### src/rtl/alu_exec_unit.sv
`default_nettype none
// ============================================================================
// Module   : alu_exec_unit
// Brief    : Registered ALU with valid/ready handshake and a bit-serial shifter
//            (one bit per cycle) for SLL/SRL.
// Revision : 1.0 - initial release
// ============================================================================
module alu_exec_unit #(
    parameter int WIDTH = 32
) (
    input  logic             clk,
    input  logic             rst_n,
    input  logic             in_valid,
    output logic             in_ready,
    input  logic [2:0]       alu_control,
    input  logic [WIDTH-1:0] src_a,
    input  logic [WIDTH-1:0] src_b,
    output logic             out_valid,
    input  logic             out_ready,
    output logic [WIDTH-1:0] result,
    output logic             zero,
    output logic             busy
);

    localparam logic [1:0] ST_IDLE  = 2'd0;
    localparam logic [1:0] ST_SHIFT = 2'd1;
    localparam logic [1:0] ST_DONE  = 2'd2;

    localparam logic [2:0] OP_ADD = 3'b000;
    localparam logic [2:0] OP_SUB = 3'b001;
    localparam logic [2:0] OP_AND = 3'b010;
    localparam logic [2:0] OP_OR  = 3'b011;
    localparam logic [2:0] OP_XOR = 3'b100;
    localparam logic [2:0] OP_SLT = 3'b101;
    localparam logic [2:0] OP_SLL = 3'b110;
    localparam logic [2:0] OP_SRL = 3'b111;

    logic [1:0]       state;
    logic [1:0]       next_state;
    logic [WIDTH-1:0] alu_out;
    logic [WIDTH-1:0] work;
    logic [WIDTH-1:0] shift_next;
    logic [4:0]       count;
    logic [4:0]       shift_amt;
    logic             shift_left;
    logic             is_shift;
    logic             start_shift;
    logic             accept;
    logic             slt_bit;

    assign shift_amt   = src_b[4:0];
    assign is_shift    = (alu_control == OP_SLL) || (alu_control == OP_SRL);
    assign start_shift = is_shift && (shift_amt != 5'd0);
    assign accept      = in_valid && in_ready;
    assign slt_bit     = $signed(src_a) < $signed(src_b);

    // Shift codes fall through to src_a: that is the correct result for a zero amount.
    always_comb begin
        alu_out = src_a;
        unique case (alu_control)
            OP_ADD:  alu_out = src_a + src_b;
            OP_SUB:  alu_out = src_a - src_b;
            OP_AND:  alu_out = src_a & src_b;
            OP_OR:   alu_out = src_a | src_b;
            OP_XOR:  alu_out = src_a ^ src_b;
            OP_SLT:  alu_out = {{(WIDTH-1){1'b0}}, slt_bit};
            OP_SLL:  alu_out = src_a;
            OP_SRL:  alu_out = src_a;
            default: alu_out = src_a;
        endcase
    end

    assign shift_next = shift_left ? {work[WIDTH-2:0], 1'b0}
                                   : {1'b0, work[WIDTH-1:1]};

    always_ff @(posedge clk or negedge rst_n) begin
        if (!rst_n) begin
            state <= ST_IDLE;
        end else begin
            state <= next_state;
        end
    end

    always_comb begin
        next_state = state;
        case (state)
            ST_IDLE: begin
                if (in_valid) begin
                    next_state = start_shift ? ST_SHIFT : ST_DONE;
                end
            end
            ST_SHIFT: begin
                if (count == 5'd1) begin
                    next_state = ST_DONE;
                end
            end
            ST_DONE: begin
                if (out_ready) begin
                    if (in_valid) begin
                        next_state = start_shift ? ST_SHIFT : ST_DONE;
                    end else begin
                        next_state = ST_IDLE;
                    end
                end
            end
            default: next_state = ST_IDLE;
        endcase
    end

    always_comb begin
        in_ready  = (state == ST_IDLE) || ((state == ST_DONE) && out_ready);
        out_valid = (state == ST_DONE);
        busy      = (state == ST_SHIFT);
    end

    // Shifts run in a private working register so result/zero only move once, at the final bit.
    always_ff @(posedge clk or negedge rst_n) begin
        if (!rst_n) begin
            result     <= '0;
            zero       <= 1'b0;
            work       <= '0;
            count      <= 5'd0;
            shift_left <= 1'b0;
        end else if (accept) begin
            if (start_shift) begin
                work       <= src_a;
                count      <= shift_amt;
                shift_left <= (alu_control == OP_SLL);
            end else begin
                result <= alu_out;
                zero   <= (alu_out == '0);
                count  <= 5'd0;
            end
        end else if (state == ST_SHIFT) begin
            work  <= shift_next;
            count <= count - 5'd1;
            if (count == 5'd1) begin
                result <= shift_next;
                zero   <= (shift_next == '0);
            end
        end
    end

endmodule
`default_nettype wire

### config.mk
export PLATFORM = sky130hd
export DESIGN_NAME = alu_exec_unit
export DESIGN_NICKNAME = d
export VERILOG_FILES = /design/src/rtl/alu_exec_unit.sv
export SDC_FILE = /design/constraint.sdc
export NUM_CORES = 1
export LEC_CHECK = 0
export ABC_CLOCK_PERIOD_IN_PS = 4340
export BUFFER_PORTS_ARGS = -buffer_cell sky130_fd_sc_hd__buf_4
export CAP_MARGIN = 40
export CORE_MARGIN = 2
export CORE_UTILIZATION = 55
export CTS_CLUSTER_DIAMETER = 40
export DETAILED_ROUTE_END_ITERATION = 16
export HOLD_SLACK_MARGIN = 0.1
export PLACE_DENSITY = 0.81
export SLEW_MARGIN = 20
export SYNTH_ARGS = -nofsm -noshare
export SYNTH_HDL_FRONTEND = slang
export SYNTH_SLANG_ARGS = --single-unit
### constraint.sdc
create_clock -name clk -period 4.34 [get_ports clk]
set_clock_uncertainty 0.1 [all_clocks]
set_input_delay 0.868 -clock clk [delete_from_list [all_inputs] [get_ports clk]]
set_output_delay 0.868 -clock clk [all_outputs]
set_load 0.02 [all_outputs]
# ---- Word level (Yosys, flattened, before mapping)
# Index checks and enable logic that the tools add are counted.
dict set report totals {
  output_inout_bits 36
  in_bits 71
  word_cells 67
  regBits 73
}
dict set report op_classes {
  bitwise_logic 3
  order_cmp 1
  mux 22
  n_addsub 3
  reduce_logical 17
  n_eq_ne 15
}
# cell count
set ops {}
lappend ops {{32-bit 2-to-1 mux} 8}
lappend ops {{32-bit one-hot mux with 7 select lines} 1}
lappend ops {{32-bit logical NOT} 2}
lappend ops {{32-bit adder} 1}
lappend ops {{32-bit bitwise AND} 1}
lappend ops {{32-bit < comparator} 1}
lappend ops {{32-bit OR} 1}
lappend ops {{32-bit subtractor} 1}
lappend ops {{32-bit XOR} 1}
lappend ops {{5-bit 2-to-1 mux} 3}
lappend ops {{3-bit == test, second input constant} 4}
lappend ops {{2-bit 2-to-1 mux} 5}
lappend ops {{3-bit by 2-bit == test with 1-bit output, second input constant} 2}
lappend ops {{2-bit != test, second input constant} 3}
lappend ops {{2-bit one-hot mux with 3 select lines} 1}
lappend ops {{3-bit AND reduction} 2}
lappend ops {{5-bit by 1-bit == test with 1-bit output, second input constant} 1}
lappend ops {{5-bit nonzero test} 1}
lappend ops {{5-bit by 1-bit subtractor with 5-bit output, second input constant} 1}
lappend ops {{1-bit 2-to-1 mux} 4}
lappend ops {{2-bit by 1-bit != test with 1-bit output, second input constant} 2}
lappend ops {{2-bit AND reduction} 2}
lappend ops {{2-bit nonzero test} 2}
lappend ops {{3-bit by 1-bit == test with 1-bit output, second input constant} 1}
lappend ops {{other kinds (7)} 10}

# ---- Logic depth before layout (Yosys ltp)
# Gate-level depths: netlist (run 1).
dict set report depth {
  depth_word 7
  depth_mapped 15
  depth_no_buf 15
}

# ---- Worst setup path before layout (run 1)
# Ideal clock, no wire load.
dict set report synth_path {
  kind {input -> register}
  from {input src_a[0]}
  to {register zero}
  path_buffers 0
  arrival_time_ns 3.549
  setup_slack_ns 0.615
  stages 15
  path_cell_list {inv_1 -> ha_1 -> inv_1 -> fa_1 -> nor2b_1 -> a211oi_1 -> xnor2_1 -> o211ai_1 -> or3_1 -> or4_1 -> nor4_2 -> nand3_1 -> and4bb_1 -> nand4_1 -> o21ai_1}
}
dict set report synth_between {
  elab_chain_len 5
  elab_cells_between_ends 10
  classes_between {add/sub (2); order compare (1); mux (3); bitwise (3); reduce/logical (1)}
}
# item line
set synth_rtl {}
lappend synth_rtl {{start: declaration} 16} ;# input logic [WIDTH-1:0] src_a,
lappend synth_rtl {{32-bit subtractor, or another cell as far along} 62} ;# OP_SUB: alu_out = src_a - src_b;
lappend synth_rtl {{32-bit one-hot mux with 7 select lines (*)} 60} ;# unique case (alu_control)
lappend synth_rtl {{32-bit logical NOT (*)} 131} ;# zero <= (alu_out == '0);
lappend synth_rtl {{1-bit 2-to-1 mux (*)} 125} ;# if (start_shift) begin
lappend synth_rtl {{1-bit 2-to-1 mux (*)} 124} ;# end else if (accept) begin
lappend synth_rtl {{end signal: assignment} 131}
lappend synth_rtl {{end signal: assignment} 139} ;# zero <= (shift_next == '0);
lappend synth_rtl {{end: declaration} 21} ;# output logic zero,
# Mark *: on every way between the ends. The rest lies on a longest branch, timed or not. The select of a mux whose other input is x is not followed.
# A chain may end at the register's enable or synchronous reset.

# ---- Worst setup path in the final report (run 1)
dict set report layout_path {
  from {input src_a[7]}
  to {register result[24]}
}
dict set report layout_between {
  elab_chain_len 4
  elab_cells_between_ends 5
  classes_between {add/sub (2); mux (3)}
}
# item line
set layout_rtl {}
lappend layout_rtl {{32-bit subtractor or 32-bit adder (tied branches)} {62, 61}}
lappend layout_rtl {{32-bit one-hot mux with 7 select lines (*)} 60}
lappend layout_rtl {{32-bit 2-to-1 mux (*)} 125}
lappend layout_rtl {{32-bit 2-to-1 mux (*)} 124}
lappend layout_rtl {{end signal: assignment} 130} ;# result <= alu_out;
lappend layout_rtl {{end signal: assignment} 138} ;# result <= shift_next;
lappend layout_rtl {{end: declaration} 20} ;# output logic [WIDTH-1:0] result,
# Marked as above.

==> metrics.cfg, run 1 <==
[global_route]
grt_first_pass_wirelength_mm=59.4
gr-usage-met1_pct=57.5
met2_usage_pct=61.0
grt_start_max_net_pins=95
groute.usage.overall_pct=40.8
grt.busiest_layer=met2
antenna_found_initial=0
met3_usage_pct=9.80
grt_pass1_vias=10500
overflow=0

[routing]
drt-initial-drc-count=1386
antenna_left=0
first_pass_iters=8
via_count=11600
drc_errors=0
wl_per_cell_um=22.1
vias_per_cell=6.56
drt-total-wl_mm=38.9

[floorplan]
die_y_um=138
die-area_um2=19000
initial_core_util_pct=56.7
die_w_um=138
row_count=48
ios=107
core_um2=17400

[power_and_ir_drop]
pwr-share-clk_pct=17.2
power_density_nw_per_um2=425
p_int_mw=2.68
p_leak_nw=5.39
switching_share_pct=46.3
total_power_mw=5.00
combPwrFrac_pct=56.9
switchingPower_mw=2.32
ir_drop_mv=0.668
pwr-share-seq_pct=26.0

[timing]
hold_viol=0
slew_violations=0
clock.fmax_mhz=242
tightest_slew_ns=0.833
setup_viol=0
rsz0062_at_grt=false
slew_headroom_pct=43.9
fin_tns_setup_ns=0
layout_setup_ws_ns=0.201
whs_ns=0.355
fin_crit_sh_pct=95.4
timing.final.crit_period_ns=4.14

[logic_synthesis]
yosysTopAreaCell=dfrtp_1
postSynthAreaPerCell_um2=7.04
netlist_area_um2=9870
ys.flop_type=dfrtp_1
ys_ff_latch=73
async_flop_share_pct=100
synthTopCellsByArea=dfrtp_1 (19%), ha_1 (12%), o21ai_0 (7.9%)
syn_inst=1403
syn_nets=1574
yosysWarnings=0
synth_cell_types=85
yosysSeqAreaShare_pct=18.5
synth.top_cell.area_share_pct=18.5
synth_edf_count=0

[setup_path]
critPathCaptureType=flip-flop
crit_fanout=9
criticalPathCategory=input pin to flip-flop
critPathBufInv=3
reg2reg_setup_slack_ns=1.24
max_stage_delay_ns=0.51
r2r-start=count[1]$_DFFE_PN0P_
ff2ff_path_depth=11
crit_arrival_ns=4.23
crit_path_start_kind=input pin
critical_path.top_delay_family=compound AO/OA/AOI/OAI gates
path_cells=buf_4 > inv_1 > ha_1 > nor2b_1 > o211ai_1 > a31oi_1 > o211ai_1 > a21oi_1 > nor2_1 > a221oi_1 > nor4b_1 > o41ai_1 > buf_4 > o21ai_0
crit_required_ns=4.43
cp.depth=14
reg2reg_to=zero$_DFFE_PN0P_
slowest_stage=a31oi_1

[placement]
port_buffers=106
preCtsSetupSlack_ns=-0.220
placed_area_um2=11400
gp_congestion=1.04
dp.final_hpwl_mm=30.3

[clock_network]
cts_buffers=9
cts_htree_levels=3
ctsRootBufferMaster=clkbuf_16
clkTransAtPathRegs_ns=0.06
cts_buffer_depth=2
insertion_delay_ns=0.33
cts_setup_buffers=0
hold_buffers=0
tritoncts=yes
clock_sinks=73

[final_layout]
diodes=0
drive_above_1_share_pct=17.0
fin_nets=1703
syn2layout_area_growth_pct=19.1
final_area_um2=11800

[hold_path]
hold_path_class=input pin to async pin

[flow_run]
drv_cap=0

[status]
outcome=complete, no violations

-- worst max path at each step --
stage	start	end	slack, ns
after floorplan	src_a[0]	zero$_DFFE_PN0P_	0.61
after global placement	src_a[22]	result[31]$_DFFE_PN0P_	-0.13
after detailed placement	src_a[22]	result[31]$_DFFE_PN0P_	-0.22
after CTS	src_a[22]	result[31]$_DFFE_PN0P_	0.09
after global routing	src_a[0]	result[28]$_DFFE_PN0P_	0.08
final	src_a[7]	result[24]$_DFFE_PN0P_	0.20
-- registers in the layout, indices dropped and copies added, names as in the netlist --
name        count
count           5
result         32
shift_left      1
state           2
work           32
zero            1
-- power groups by stage --
| stage | clock network [mW] | logic [mW] | registers (mW) |
|---|---|---|---|
| floorplan | 0 | 1.61 | 1.37 |
| global placement | 0 | 2.60 | 1.32 |
| detailed placement | 0 | 2.72 | 1.29 |
| CTS | 0.857 | 2.78 | 1.28 |
| global route | 0.896 | 3.08 | 1.32 |
| finish | 0.859 | 2.84 | 1.30 |
-- worst reg2reg max path, cell delays in order (launching register included) --
cell       delay [ns]
dfrtp_1          0.39
inv_1            0.09
ha_1             0.13
nor4b_1          0.56
a2bb2oi_4        0.15
or3_1            0.37
or4_1            0.43
nor4_2           0.15
nand3_1          0.14
and4bb_1         0.32
nand4_1          0.08
o21ai_1          0.14
-- synthesized netlist by cell type (18+ instances only) --
master and number:
nand2_1 156, o21ai_0 156, a21oi_1 143, nor2_1 120
inv_1 111, ha_1 98, dfrtp_1 73, clkbuf_1 58
mux2i_1 35, nor3_1 29, nor4_1 28, nand3_1 27
nor2b_1 20, o22ai_1 20, buf_2 18
-- metrics by stage --
step / util (%) / instances
after floorplan: - / 1403
after global placement: 65.2 / 1743
after detailed placement: 65.4 / 1745
after CTS: 67.4 / 1761
after global routing: 67.5 / 1762
final: 67.5 / 1762
-- timing repair --
item | CTS | global route
hold endpoints to repair | 0 | 0
setup endpoints to repair | 0 | 4
resized for setup | 0 | 3
-- logic make-up (layout without fill, tap and decap cells) --
family	after synthesis	after routing	synth area share, %
compound gates	521	521	33.5
simple gates	442	442	20.8
buf+inv	209	343	8.69
fa+ha+maj	100	100	12.8
flops	73	73	18.5
mux	38	38	3.89
xor+xnor	20	20	1.77
-- per-layer routing --
metal / wire (um) / part of all wire, % / vias to the layer above
met4: 1380 / 3.6 / 0
met2: 16300 / 42 / 755
met1: 16500 / 42 / 5384
met3: 4650 / 12 / 98
li1: - / - / 5315
met5: 0 / 0 / -
-- placed cells by master (no fill, tap or decap), types with 11 or more instances in the layout --
master / instances
buf_4: 213
o21ai_0: 156
nand2_1: 154
a21oi_1: 143
nor2_1: 120
inv_1: 111
ha_1: 98
dfrtp_1: 72
mux2i_1: 35
nor3_1: 29
nor4_1: 28
nand3_1: 27
nor2b_1: 20
o22ai_1: 20
a211oi_1: 17
a31oi_1: 17
xnor2_1: 17
o211ai_1: 16
o31ai_1: 16
a21o_1: 13
nand4_1: 12
a22oi_1: 11
-- final cells by class --
| type | instances | area (um^2) |
|---|---|---|
| well taps | 225 | 282 |
| multi-input cells | 1121 | 7220 |
| repair buffers | 216 | 1670 |
| fillers | 1509 | 5660 |
| clock buffers | 11 | 243 |
| inverters | 111 | 417 |
| clock inverters | 5 | 104 |
| flip-flops and latches | 73 | 1830 |
No activity file was read; power rests on OpenSTA's default activity.
==> run 2, diff against run 1 <==
--- a/config.mk
+++ b/config.mk
@@ -5,7 +5,7 @@
 export SDC_FILE = /design/constraint.sdc
 export NUM_CORES = 1
 export LEC_CHECK = 0
-export ABC_CLOCK_PERIOD_IN_PS = 4340
+export ABC_CLOCK_PERIOD_IN_PS = 3800
 export BUFFER_PORTS_ARGS = -buffer_cell sky130_fd_sc_hd__buf_4
 export CAP_MARGIN = 40
 export CORE_MARGIN = 2
@@ -13,7 +13,7 @@
 export CTS_CLUSTER_DIAMETER = 40
 export DETAILED_ROUTE_END_ITERATION = 16
 export HOLD_SLACK_MARGIN = 0.1
-export PLACE_DENSITY = 0.81
+export PLACE_DENSITY = 0.84
 export SLEW_MARGIN = 20
 export SYNTH_ARGS = -nofsm -noshare
 export SYNTH_HDL_FRONTEND = slang
==> constraint.sdc (replaced) <==
create_clock -name clk -period 3.8 [get_ports clk]
set_clock_uncertainty 0.1 [all_clocks]
set_input_delay 0.76 -clock clk [delete_from_list [all_inputs] [get_ports clk]]
set_output_delay 0.76 -clock clk [all_outputs]
set_load 0.02 [all_outputs]
==> run 2 against run 1 <==
Net effect:
- via count grew 13%
- critical endpoint is now result[31]$_DFFE_PN0P_
- first-iteration DRC count rose by 55%
- sequential power up 18%
- final cell count is 12% higher
- die area stayed put
- largest cell class unchanged
- power up 23%
- final area increased by 14%
- highest routed layer is now met5
- count of clock-buffer cells in the layout stayed put
==> metrics.cfg, run 2 (synthesized netlist as in run 1, its figures left out) <==
[final_layout]
largestRegisters=result x32, work x32, count x5  ; unchanged
drive_above_1_share_pct=28.7  ; was 17.0%
final_common_cell=buf_4  ; unchanged
syn2layout_area_growth_pct=36.3  ; was 19.1%
diodes=0  ; unchanged
fin_nets=1911  ; was 1703
final_cell_mix=buf_4 (421), nand2_1 (153), o21ai_0 (152), a21oi_1 (138), nor2_1 (120)  ; was buf_4 (213), o21ai_0 (156), nand2_1 (154), a21oi_1 (143), nor2_1 (120)

[floorplan]
initial_core_util_pct=56.7  ; unchanged
row_count=48  ; unchanged
die-area_um2=19000  ; unchanged
die_w_um=138  ; unchanged
die_y_um=138  ; unchanged
core_um2=17400  ; unchanged
ios=107  ; unchanged

[setup_path]
reg2reg_setup_slack_ns=0.56  ; was 1.24 ns
slowest_stage=or4_4  ; was a31oi_1
criticalPathCategory=input pin to flip-flop  ; unchanged
critPathCaptureType=flip-flop  ; unchanged
r2r-start=count[1]$_DFFE_PN0P_  ; unchanged
crit_required_ns=3.92  ; was 4.43 ns
crit_path_frequent_cell=buf_4
crit_path_start_kind=input pin  ; unchanged
crit_arrival_ns=3.88  ; was 4.23 ns
max_stage_delay_ns=0.53  ; was 0.51 ns
reg2reg_to=zero$_DFFE_PN0P_  ; unchanged
path_cells=buf_4 > buf_4 > ha_2 > buf_4 > a21o_1 > a311o_1 > a21oi_2 > nor3_2 > buf_4 > or4_4 > nand2_2 > o311a_1 > nor2_1 > nor3_1 > o21ai_1 > mux2_2  ; was buf_4 > inv_1 > ha_1 > nor2b_1 > o211ai_1 > a31oi_1 > o211ai_1 > a21oi_1 > nor2_1 > a221oi_1 > nor4b_1 > o41ai_1 > buf_4 > o21ai_0
ff2ff_path_depth=12  ; was 11
crit_fanout=3  ; was 9

[placement]
dp.final_hpwl_mm=34.5  ; was 30.3 mm
gp_congestion=1.04  ; about the same
preCtsSetupSlack_ns=-0.408  ; was -0.220 ns
port_buffers=106  ; unchanged

[timing]
setup_viol=0  ; unchanged
slew_headroom_pct=47.9  ; was 43.9%
tightest_slew_ns=0.775  ; was 0.833 ns
hold_viol=0  ; unchanged
layout_setup_ws_ns=0.0405  ; was 0.201 ns
fin_crit_sh_pct=98.9
slew_violations=0  ; unchanged
timing.final.crit_period_ns=3.76
clock.fmax_mhz=266
fin_tns_setup_ns=0  ; unchanged
whs_ns=0.191  ; was 0.355 ns

[power_and_ir_drop]
switching_share_pct=48.7  ; was 46.3%
pwr-share-clk_pct=14.1  ; was 17.2%
total_power_mw=6.14  ; was 5.00 mW
p_int_mw=3.15  ; was 2.68 mW
p_leak_nw=6.41  ; was 5.39 nW
switchingPower_mw=2.99  ; was 2.32 mW
power_density_nw_per_um2=456  ; was 425 nW/um^2
pwr-share-seq_pct=24.9  ; was 26.0%
ir_drop_mv=0.701  ; was 0.668 mV
combPwrFrac_pct=61.0  ; was 56.9%

[clock_network]
cts_buffer_depth=2  ; unchanged
clkTransAtPathRegs_ns=0.06  ; about the same
hold_buffers=0  ; unchanged
cts_htree_levels=3  ; unchanged
insertion_delay_ns=0.34  ; was 0.33 ns
clock_sinks=73  ; unchanged
tritoncts=yes  ; unchanged
cts_buffers=9  ; unchanged
ctsRootBufferMaster=clkbuf_16  ; unchanged

[global_route]
antenna_found_initial=4  ; was 0
grt_first_pass_wirelength_mm=67.2  ; was 59.4 mm
overflow=0  ; unchanged
grt_pass1_vias=11900  ; was 10500
groute.usage.overall_pct=46.4  ; was 40.8%
grt_start_max_net_pins=66  ; was 95

[routing]
first_pass_iters=7  ; was 8
antenna_left=0  ; unchanged
drt-initial-drc-count=2147  ; was 1386
vias_per_cell=6.61  ; was 6.56
drc_errors=0  ; unchanged
wl_per_cell_um=22.9  ; was 22.1 um
drt-total-wl_mm=45.1  ; was 38.9 mm
via_count=13000  ; was 11600

[status]
outcome=complete, no violations  ; unchanged

[hold_path]
hold_path_class=input pin to async pin  ; unchanged

[flow_run]
drv_cap=0  ; unchanged

==> run 2: cell count changes in the layout (fill, tap and decap cells not counted), moves of 4 or more <==
cell     previous run  this run
o21ai_1             5         9
buf_4             213       421
o21ai_0           156       152
a21oi_1           143       138
a21oi_2             2         7
ha_1               98        94
==> run 2: power by group through the flow <==
stage	Sequential [mW]	Combinational (mW)	Clock, mW
global route	1.55	3.96	0.894
finish	1.53	3.75	0.869
floorplan	1.57	1.84	0
global placement	1.44	3.28	0
detailed placement	1.48	3.44	0
CTS	1.48	3.56	0.856
==> run 2: layer usage <==
layer	share of wire, %	up-vias	global-route usage [%]	wire length, um
met5	0.062	-	0	28
met4	5.6	4	19.7	2520
met3	14	228	12.8	6310
met2	42	1091	70.6	19000
met1	38	5945	61.6	17300
li1	-	5752	-	-
==> run 2: worst max-delay path by stage <==
stage / start / to / slack, ns / depth (start not counted)
final: src_a[0] / result[31]$_DFFE_PN0P_ / 0.04 / 16
after global routing: src_a[0] / zero$_DFFE_PN0P_ / -0.01 / 16
after detailed placement: src_a[20] / result[31]$_DFFE_PN0P_ / -0.41 / 17
after CTS: src_a[0] / result[30]$_DFFE_PN0P_ / 0.002 / 17
after floorplan: src_a[0] / zero$_DFFE_PN0P_ / 0.18 / 15
after global placement: src_a[20] / result[31]$_DFFE_PN0P_ / -0.36 / 17
==> run 2: area by class of cell <==
| cell class | count | area [um^2] |
|---|---|---|
| fill | 1290 | 3960 |
| tap | 225 | 282 |
| inverter | 111 | 419 |
| clock buffer | 11 | 243 |
| timing repair buffer | 424 | 3210 |
| clock inverter | 5 | 55.1 |
| multi-input combinational | 1121 | 7420 |
| sequential | 73 | 1830 |
==> run 2: what timing repair did <==
| action | CTS | global route |
|---|---|---|
| setup buffers | 0 | 5 |
| gates resized for setup | 4 | 44 |
| pin swaps | 1 | 23 |
| endpoints found under the setup margin | 3 | 12 |
==> run 2: worst max-delay path: cells and delay by family <==
kind | cells | cell delay [ns]
adder cells (fa/ha/maj) | 1 | 0.19
buffers and inverters | 4 | 0.58
AND/OR/NAND/NOR | 5 | 1.00
AO/OA/AOI/OAI | 5 | 1.05
multiplexers | 1 | 0.29
==> run 2: metrics by stage <==
step | cells | area (um^2) | utilization (%)
2_1_floorplan | 1403 | 9870 | -
3_3_place_gp | 1947 | 12900 | 73.9
3_5_place_dp | 1948 | 12900 | 74.1
4_1_cts | 1964 | 13200 | 76.0
5_1_grt | 1970 | 13500 | 77.3
6_report | 1970 | 13500 | 77.3
